<file path="src/rtl/cv32e40p_sleep_ctrl_if.sv">
// cv32e40p_sleep_ctrl_if: sleep-controller signal bundle between the core, the clock gate and the controller
//   master: core/system side; drives the sleep, busy, wake and scan inputs and observes the results
//   slave : the controller; observes the inputs, drives clk_en_o, core_sleeping_o, wake_ack_o
//           (and sleep_cycles_o when CV32E40P_SLEEP_STATS_EN is defined)
interface cv32e40p_sleep_ctrl_if;
    logic        scan_cg_en_i;
    logic        sleep_req_i;
    logic        core_busy_i;
    logic        irq_pending_i;
    logic        debug_req_i;
    logic        wake_i;
    logic        clk_en_o;
    logic        core_sleeping_o;
    logic        wake_ack_o;
`ifdef CV32E40P_SLEEP_STATS_EN
    logic [31:0] sleep_cycles_o;
    modport master (
        output scan_cg_en_i, sleep_req_i, core_busy_i, irq_pending_i, debug_req_i, wake_i,
        input  clk_en_o, core_sleeping_o, wake_ack_o, sleep_cycles_o
    );
    modport slave (
        input  scan_cg_en_i, sleep_req_i, core_busy_i, irq_pending_i, debug_req_i, wake_i,
        output clk_en_o, core_sleeping_o, wake_ack_o, sleep_cycles_o
    );
`else
    modport master (
        output scan_cg_en_i, sleep_req_i, core_busy_i, irq_pending_i, debug_req_i, wake_i,
        input  clk_en_o, core_sleeping_o, wake_ack_o
    );
    modport slave (
        input  scan_cg_en_i, sleep_req_i, core_busy_i, irq_pending_i, debug_req_i, wake_i,
        output clk_en_o, core_sleeping_o, wake_ack_o
    );
`endif
endinterface

</file>
<file path="src/rtl/cv32e40p_sleep_ctrl.sv">
// cv32e40p_sleep_ctrl: clock-enable generator for cv32e40p_clock_gate with idle qualification and wake settling
//   clk_i, rst_i : free-running clock, asynchronous active-high reset
//   bus (slave)  : sleep_req/core_busy/irq_pending/debug_req/wake/scan_cg_en in,
//                  clk_en_o/core_sleeping_o/wake_ack_o out
//   CV32E40P_SLEEP_STATS_EN : adds the saturating sleep_cycles_o counter
module cv32e40p_sleep_ctrl #(
    parameter int IDLE_CYCLES = 4,
    parameter int WAKE_CYCLES = 2
) (
    input  logic                 clk_i,
    input  logic                 rst_i,
    cv32e40p_sleep_ctrl_if.slave bus
);
    typedef enum logic [1:0] {RUN, DRAIN, SLEEP, WAKE} state_t;

    localparam logic [7:0] IDLE_LAST = 8'(IDLE_CYCLES - 1);
    localparam logic [7:0] WAKE_LAST = 8'(WAKE_CYCLES - 1);

    state_t     state;
    logic [7:0] idle_cnt;
    logic [7:0] wake_cnt;
    logic       wake_ack;
    logic       wake_any;
    logic       qual;

    assign wake_any = bus.irq_pending_i | bus.debug_req_i | bus.wake_i;
    assign qual     = bus.sleep_req_i & ~bus.core_busy_i & ~wake_any;

    always_ff @(posedge clk_i or posedge rst_i) begin
        if (rst_i) begin
            state    <= RUN;
            idle_cnt <= '0;
            wake_cnt <= '0;
            wake_ack <= 1'b0;
        end else begin
            wake_ack <= 1'b0;
            case (state)
                RUN: if (qual) begin
                    state    <= (IDLE_CYCLES == 1) ? SLEEP : DRAIN;
                    idle_cnt <= (IDLE_CYCLES == 1) ? 8'd0 : 8'd1;
                end
                DRAIN: if (!qual) begin
                    state    <= RUN;
                    idle_cnt <= '0;
                end else if (idle_cnt == IDLE_LAST) begin
                    state    <= SLEEP;
                    idle_cnt <= '0;
                end else begin
                    idle_cnt <= idle_cnt + 8'd1;
                end
                SLEEP: if (wake_any) begin
                    state    <= WAKE;
                    wake_cnt <= '0;
                end
                WAKE: if (wake_cnt == WAKE_LAST) begin
                    state    <= RUN;
                    wake_cnt <= '0;
                    wake_ack <= 1'b1;
                end else begin
                    wake_cnt <= wake_cnt + 8'd1;
                end
                default: state <= RUN;
            endcase
        end
    end

    // decoded from registered state only, so the latch gate sees no glitches
    assign bus.clk_en_o        = (state != SLEEP) | bus.scan_cg_en_i;
    assign bus.core_sleeping_o = (state == SLEEP) | (state == WAKE);
    assign bus.wake_ack_o      = wake_ack;

`ifdef CV32E40P_SLEEP_STATS_EN
    logic [31:0] sleep_cnt;
    always_ff @(posedge clk_i or posedge rst_i) begin
        if (rst_i) sleep_cnt <= '0;
        else if (state == SLEEP && sleep_cnt != '1) sleep_cnt <= sleep_cnt + 32'd1;
    end
    assign bus.sleep_cycles_o = sleep_cnt;
`endif
endmodule
</file>
<file path="src/flat_wrapper.sv">
// flat-port wrapper written by rule: the top's interface ports become plain ports
module cv32e40p_sleep_ctrl_flat 
#(
    parameter int IDLE_CYCLES = 4,
    parameter int WAKE_CYCLES = 2
)
  (clk_i, rst_i, bus_scan_cg_en_i, bus_sleep_req_i, bus_core_busy_i, bus_irq_pending_i, bus_debug_req_i, bus_wake_i, bus_clk_en_o, bus_core_sleeping_o, bus_wake_ack_o);
  cv32e40p_sleep_ctrl_if bus_i ();
  input  logic clk_i;
  input  logic rst_i;
  input wire logic [$bits(bus_i.scan_cg_en_i)-1:0] bus_scan_cg_en_i;
  input wire logic [$bits(bus_i.sleep_req_i)-1:0] bus_sleep_req_i;
  input wire logic [$bits(bus_i.core_busy_i)-1:0] bus_core_busy_i;
  input wire logic [$bits(bus_i.irq_pending_i)-1:0] bus_irq_pending_i;
  input wire logic [$bits(bus_i.debug_req_i)-1:0] bus_debug_req_i;
  input wire logic [$bits(bus_i.wake_i)-1:0] bus_wake_i;
  output wire logic [$bits(bus_i.clk_en_o)-1:0] bus_clk_en_o;
  output wire logic [$bits(bus_i.core_sleeping_o)-1:0] bus_core_sleeping_o;
  output wire logic [$bits(bus_i.wake_ack_o)-1:0] bus_wake_ack_o;
  assign bus_i.scan_cg_en_i = bus_scan_cg_en_i;
  assign bus_i.sleep_req_i = bus_sleep_req_i;
  assign bus_i.core_busy_i = bus_core_busy_i;
  assign bus_i.irq_pending_i = bus_irq_pending_i;
  assign bus_i.debug_req_i = bus_debug_req_i;
  assign bus_i.wake_i = bus_wake_i;
  assign bus_clk_en_o = bus_i.clk_en_o;
  assign bus_core_sleeping_o = bus_i.core_sleeping_o;
  assign bus_wake_ack_o = bus_i.wake_ack_o;
  cv32e40p_sleep_ctrl #(.IDLE_CYCLES(IDLE_CYCLES), .WAKE_CYCLES(WAKE_CYCLES)) u_core (.clk_i(clk_i), .rst_i(rst_i), .bus(bus_i));
endmodule
</file>
<file path="config.mk">
export PLATFORM = sky130hd
export DESIGN_NAME = cv32e40p_sleep_ctrl_flat
export DESIGN_NICKNAME = d
export VERILOG_FILES = /design/src/rtl/cv32e40p_sleep_ctrl_if.sv /design/src/rtl/cv32e40p_sleep_ctrl.sv /design/src/flat_wrapper.sv
export SDC_FILE = /design/constraint.sdc
export NUM_CORES = 1
export LEC_CHECK = 0
export ABC_CLOCK_PERIOD_IN_PS = 2100
export BUFFER_PORTS_ARGS = -buffer_cell sky130_fd_sc_hd__buf_4
export CAP_MARGIN = 20
export CELL_PAD_IN_SITES_DETAIL_PLACEMENT = 0
export CELL_PAD_IN_SITES_GLOBAL_PLACEMENT = 2
export CORE_ASPECT_RATIO = 0.6
export CORE_MARGIN = 2
export CORE_UTILIZATION = 35
export DETAILED_ROUTE_END_ITERATION = 8
export PLACE_DENSITY = 0.88
export REMOVE_ABC_BUFFERS = 1
export SLEW_MARGIN = 20
export SYNTH_ARGS = -nofsm -noshare
export SYNTH_HDL_FRONTEND = slang
export SYNTH_SLANG_ARGS = --single-unit
</file>
<file path="constraint.sdc">
create_clock -name clk_i -period 2.1 [get_ports clk_i]
set_input_delay 0.105 -clock clk_i [delete_from_list [all_inputs] [get_ports clk_i]]
set_output_delay 0.105 -clock clk_i [all_outputs]
set_load 0.01 [all_outputs]
</file>
==> flow_results.xml <==
<?xml version="1.0" encoding="UTF-8"?>
<metrics>
  <group name="worst_setup_path">
    <metric name="critical_path.max_fanout" unit="">4</metric>
    <metric name="worst_path_required_time" unit="ns">2.25</metric>
    <metric name="r2r_slack" unit="ns">0.40</metric>
    <metric name="cp_top_family" unit="">compound AO/OA/AOI/OAI gates</metric>
    <metric name="worst_path_largest_cell_delay" unit="ns">0.46</metric>
    <metric name="critPathBufInv" unit="">1</metric>
    <metric name="crit_chain" unit="">inv_1 -&gt; ha_1 -&gt; nor4b_1 -&gt; a21oi_1 -&gt; a221o_1</metric>
    <metric name="cp_slowest_cell" unit="">sky130_fd_sc_hd__nor4b_1</metric>
    <metric name="critical_path_class" unit="">flop to flop</metric>
    <metric name="setup_crit_start_kind" unit="">flop</metric>
    <metric name="critical_path_arrival" unit="ns">1.85</metric>
    <metric name="timing.critical_path.to_type" unit="">flop</metric>
  </group>
  <group name="synth">
    <metric name="yosys_warnings" unit="">0</metric>
    <metric name="synth.area.top_cells" unit="">sky130_fd_sc_hd__dfrtp_1 (44%), sky130_fd_sc_hd__nand2_1 (6.2%), sky130_fd_sc_hd__o21ai_0 (5.5%)</metric>
    <metric name="synth.ff_latch_count" unit="">19</metric>
    <metric name="syn-cell-area" unit="um2">1090</metric>
    <metric name="synth_top_area_cell" unit="">sky130_fd_sc_hd__dfrtp_1</metric>
    <metric name="synth_cell_types" unit="">30</metric>
    <metric name="postSynthCellCount" unit="">122</metric>
    <metric name="synth_sequential_area_ratio" unit="">0.435</metric>
    <metric name="post_synth.cell_area_avg" unit="um2">8.95</metric>
    <metric name="synthDominantCellAreaShare" unit="">0.435</metric>
  </group>
  <group name="floorplan">
    <metric name="overall_die_height" unit="um">47.3</metric>
    <metric name="fp.coreArea" unit="um2">2930</metric>
    <metric name="fp.dieW" unit="um">76.1</metric>
    <metric name="io_pins" unit="">11</metric>
    <metric name="die-area" unit="um2">3600</metric>
    <metric name="start_util" unit="">0.373</metric>
    <metric name="core.rowCount" unit="">15</metric>
  </group>
  <group name="clocking">
    <metric name="post_cts_resize_count" unit="">0</metric>
    <metric name="tritoncts" unit="">yes</metric>
    <metric name="clock_sinks" unit="">19</metric>
    <metric name="cts_root_buffer" unit="">sky130_fd_sc_hd__clkbuf_8</metric>
    <metric name="cts_made_buffers" unit="">3</metric>
    <metric name="cts-htree-levels" unit="">1</metric>
    <metric name="cts-root-to-sink-buffers" unit="">2</metric>
    <metric name="ctsHoldBuffers" unit="">0</metric>
    <metric name="cts_post_setup_buffers_inserted" unit="">0</metric>
    <metric name="clk-insertion-delay-late" unit="ns">0.26</metric>
    <metric name="clk_transition_reported_paths" unit="ns">0.08</metric>
  </group>
  <group name="timing">
    <metric name="rsz0062_at_grt" unit="">no</metric>
    <metric name="final.min_clock_period" unit="ns">1.70</metric>
    <metric name="fin_hold_ws" unit="ns">-0.0230</metric>
    <metric name="finalClockSkew" unit="ns">0.0126</metric>
    <metric name="final_critical_path_setup_slack" unit="ns">0.398</metric>
    <metric name="worst_slew_margin_rel" unit="">0.498</metric>
    <metric name="setup_tns" unit="ns">0</metric>
    <metric name="timing.final.max_slew_violations" unit="">0</metric>
    <metric name="finalHoldViolCount" unit="">19</metric>
    <metric name="maxClockFrequency" unit="MHz">588</metric>
    <metric name="max_slew.worst_pin.slew" unit="ns">0.752</metric>
    <metric name="finalSetupViolations" unit="">0</metric>
    <metric name="post-route-period-util" unit="">0.810</metric>
  </group>
  <group name="run_status">
    <metric name="violations_in_the_final_reports" unit="">hold timing</metric>
    <metric name="status" unit="">complete, but fails checks</metric>
  </group>
  <group name="cells_and_area">
    <metric name="antenna-diode-count" unit="">0</metric>
    <metric name="num-fill-cells" unit="">308</metric>
    <metric name="post_route_cells_drive_above_1_share" unit="">0.142</metric>
    <metric name="final_common_cell" unit="">sky130_fd_sc_hd__dfrtp_1</metric>
    <metric name="stdcell_count" unit="">176</metric>
    <metric name="fin_nets" unit="">146</metric>
    <metric name="final_cell_mix" unit="">sky130_fd_sc_hd__dfrtp_1 (19), sky130_fd_sc_hd__nand2_1 (18), sky130_fd_sc_hd__nor2_1 (16)</metric>
    <metric name="area_growth" unit="%">15.2</metric>
  </group>
  <group name="placed_design">
    <metric name="post_dp_hpwl" unit="um">1780</metric>
    <metric name="io_buffer_count" unit="">10</metric>
    <metric name="placed_cells_incl_taps" unit="">172</metric>
    <metric name="dpl_worst_slack" unit="ns">0.402</metric>
    <metric name="gpl.final_weighted_congestion" unit="">0.732</metric>
  </group>
  <group name="global_route">
    <metric name="track_usage" unit="">0.140</metric>
    <metric name="grt_start_max_net_pins" unit="">20</metric>
    <metric name="globalRoute.totalOverflow" unit="">0</metric>
    <metric name="grt_pass1_wl" unit="um">3760</metric>
    <metric name="grt_pass1_vias" unit="">735</metric>
    <metric name="grt_antenna_before_repair" unit="">0</metric>
  </group>
  <group name="drt">
    <metric name="detail_route.iter0.violations" unit="">103</metric>
    <metric name="detail_route.wirelength" unit="um">2400</metric>
    <metric name="wl_per_cell" unit="um">13.6</metric>
    <metric name="vias" unit="">895</metric>
    <metric name="drcViolationCount" unit="">0</metric>
    <metric name="number_of_detailed_routing_iterations_run_before_antenna_repair" unit="">4</metric>
    <metric name="drt.antenna.violating_nets" unit="">0</metric>
    <metric name="avgViaCountPerCell" unit="">5.09</metric>
  </group>
  <group name="power">
    <metric name="power.ir.vdd_worst" unit="mV">0.306</metric>
    <metric name="power.leakage" unit="uW">0.000566</metric>
    <metric name="power.density" unit="nW/um2">540</metric>
  </group>
  <group name="run">
    <metric name="maxCapViolCount" unit="">0</metric>
  </group>
  <group name="min_path">
    <metric name="worst_hold_path_type" unit="">primary input to async pin</metric>
  </group>
</metrics>
==> stage by stage <==
step | hold slack [ns] | utilization | total power [uW] | cell area (um2)
after detailed placement | 0.292 | 0.414 | 432 | 1210
after global routing | 0.0366 | 0.430 | 712 | 1260
after CTS | 0.0119 | 0.430 | 692 | 1260
after global placement | 0.286 | 0.414 | 431 | 1210
final | -0.0230 | 0.430 | 680 | 1260
after floorplan | 0.0561 | - | 411 | 1070
==> synth_stat cells <==
cell,instances
sky130_fd_sc_hd__nor3b_1,1
sky130_fd_sc_hd__a2bb2oi_1,1
sky130_fd_sc_hd__o32a_1,1
sky130_fd_sc_hd__or3_4,1
sky130_fd_sc_hd__xor2_1,1
sky130_fd_sc_hd__nor3_1,5
sky130_fd_sc_hd__inv_1,5
sky130_fd_sc_hd__o41ai_4,1
sky130_fd_sc_hd__or4_1,1
sky130_fd_sc_hd__ha_1,3
sky130_fd_sc_hd__a21o_1,1
sky130_fd_sc_hd__o21a_1,1
sky130_fd_sc_hd__buf_4,2
sky130_fd_sc_hd__a21oi_1,4
sky130_fd_sc_hd__and4b_1,1
sky130_fd_sc_hd__a221o_1,1
sky130_fd_sc_hd__nand3_1,7
sky130_fd_sc_hd__nand3b_1,1
sky130_fd_sc_hd__nor2_1,16
sky130_fd_sc_hd__xnor2_1,3
sky130_fd_sc_hd__dfrtp_1,19
sky130_fd_sc_hd__mux2i_1,4
sky130_fd_sc_hd__and3_1,4
sky130_fd_sc_hd__nor4_4,1
sky130_fd_sc_hd__nand2_1,18
sky130_fd_sc_hd__o21ai_0,12
sky130_fd_sc_hd__nor4b_1,1
sky130_fd_sc_hd__clkbuf_1,2
sky130_fd_sc_hd__nor4_1,1
sky130_fd_sc_hd__nand2b_1,3
==> state kept, by name, summed over array words and instances (netlist names), named ones only <==
name                   flops
u_core.bus.wake_ack_o      1
u_core.idle_cnt            8
u_core.state               1
u_core.wake_cnt            8
==> cells by family (layout without fill, tap and decap cells) <==
logic type	after synthesis	count (layout)	synth area share
AO/OA/AOI/OAI	22	22	0.139
XOR/XNOR	4	4	0.0321
adder cells (fa/ha/maj)	3	3	0.0344
buffers and inverters	9	21	0.0378
flip-flops	19	19	0.435
multiplexers	4	4	0.0367
AND/OR/NAND/NOR	61	61	0.285
==> per-layer routing <==
layer  up-vias  GRT usage  wire length [um]
li1        448          -                 -
met1       432      0.198              1360
met2        15      0.213               963
met3         0     0.0462                76
met4         0     0.0327                 0
met5         -          0                 0
==> area by class of cell <==
class	instances	area [um2]	share of cell area
multi-input combinational	94	576	0.457
sequential	19	475	0.378
timing repair buffer	12	90.1	0.0716
tap	42	52.6	0.0417
clock buffer	3	41.3	0.0328
inverter	5	18.8	0.0149
clock inverter	1	5.00	0.00398
==> path summary, 6_finish.rpt <==
check / end / from / cells past startpoint
max in group asynchronous: u_core.idle_cnt[3]$_DFFE_PP0P_ / rst_i / 2
worst max register to register: u_core.state[0]$_DFFE_PP0P_ / u_core.wake_cnt[1]$_DFFE_PP0P_ / 5
worst max-delay path: u_core.state[0]$_DFFE_PP0P_ / u_core.wake_cnt[1]$_DFFE_PP0P_ / 5
worst min register to register: u_core.idle_cnt[1]$_DFFE_PP0P_ / u_core.idle_cnt[1]$_DFFE_PP0P_ / 2
worst min-delay path: u_core.wake_cnt[5]$_DFFE_PP0P_ / rst_i / 2
min in group clk_i: u_core.idle_cnt[0]$_DFFE_PP0P_ / bus_core_busy_i / 4
==> power by group <==
group | total [uW] | leakage, uW | internal [uW] | switching, uW
combinational | 43.4 | 0.000304 | 20.6 | 22.8
clock | 255 | 0.0000255 | 132 | 123
sequential | 381 | 0.000237 | 373 | 8.75
No activity file was read; power rests on OpenSTA's default activity.
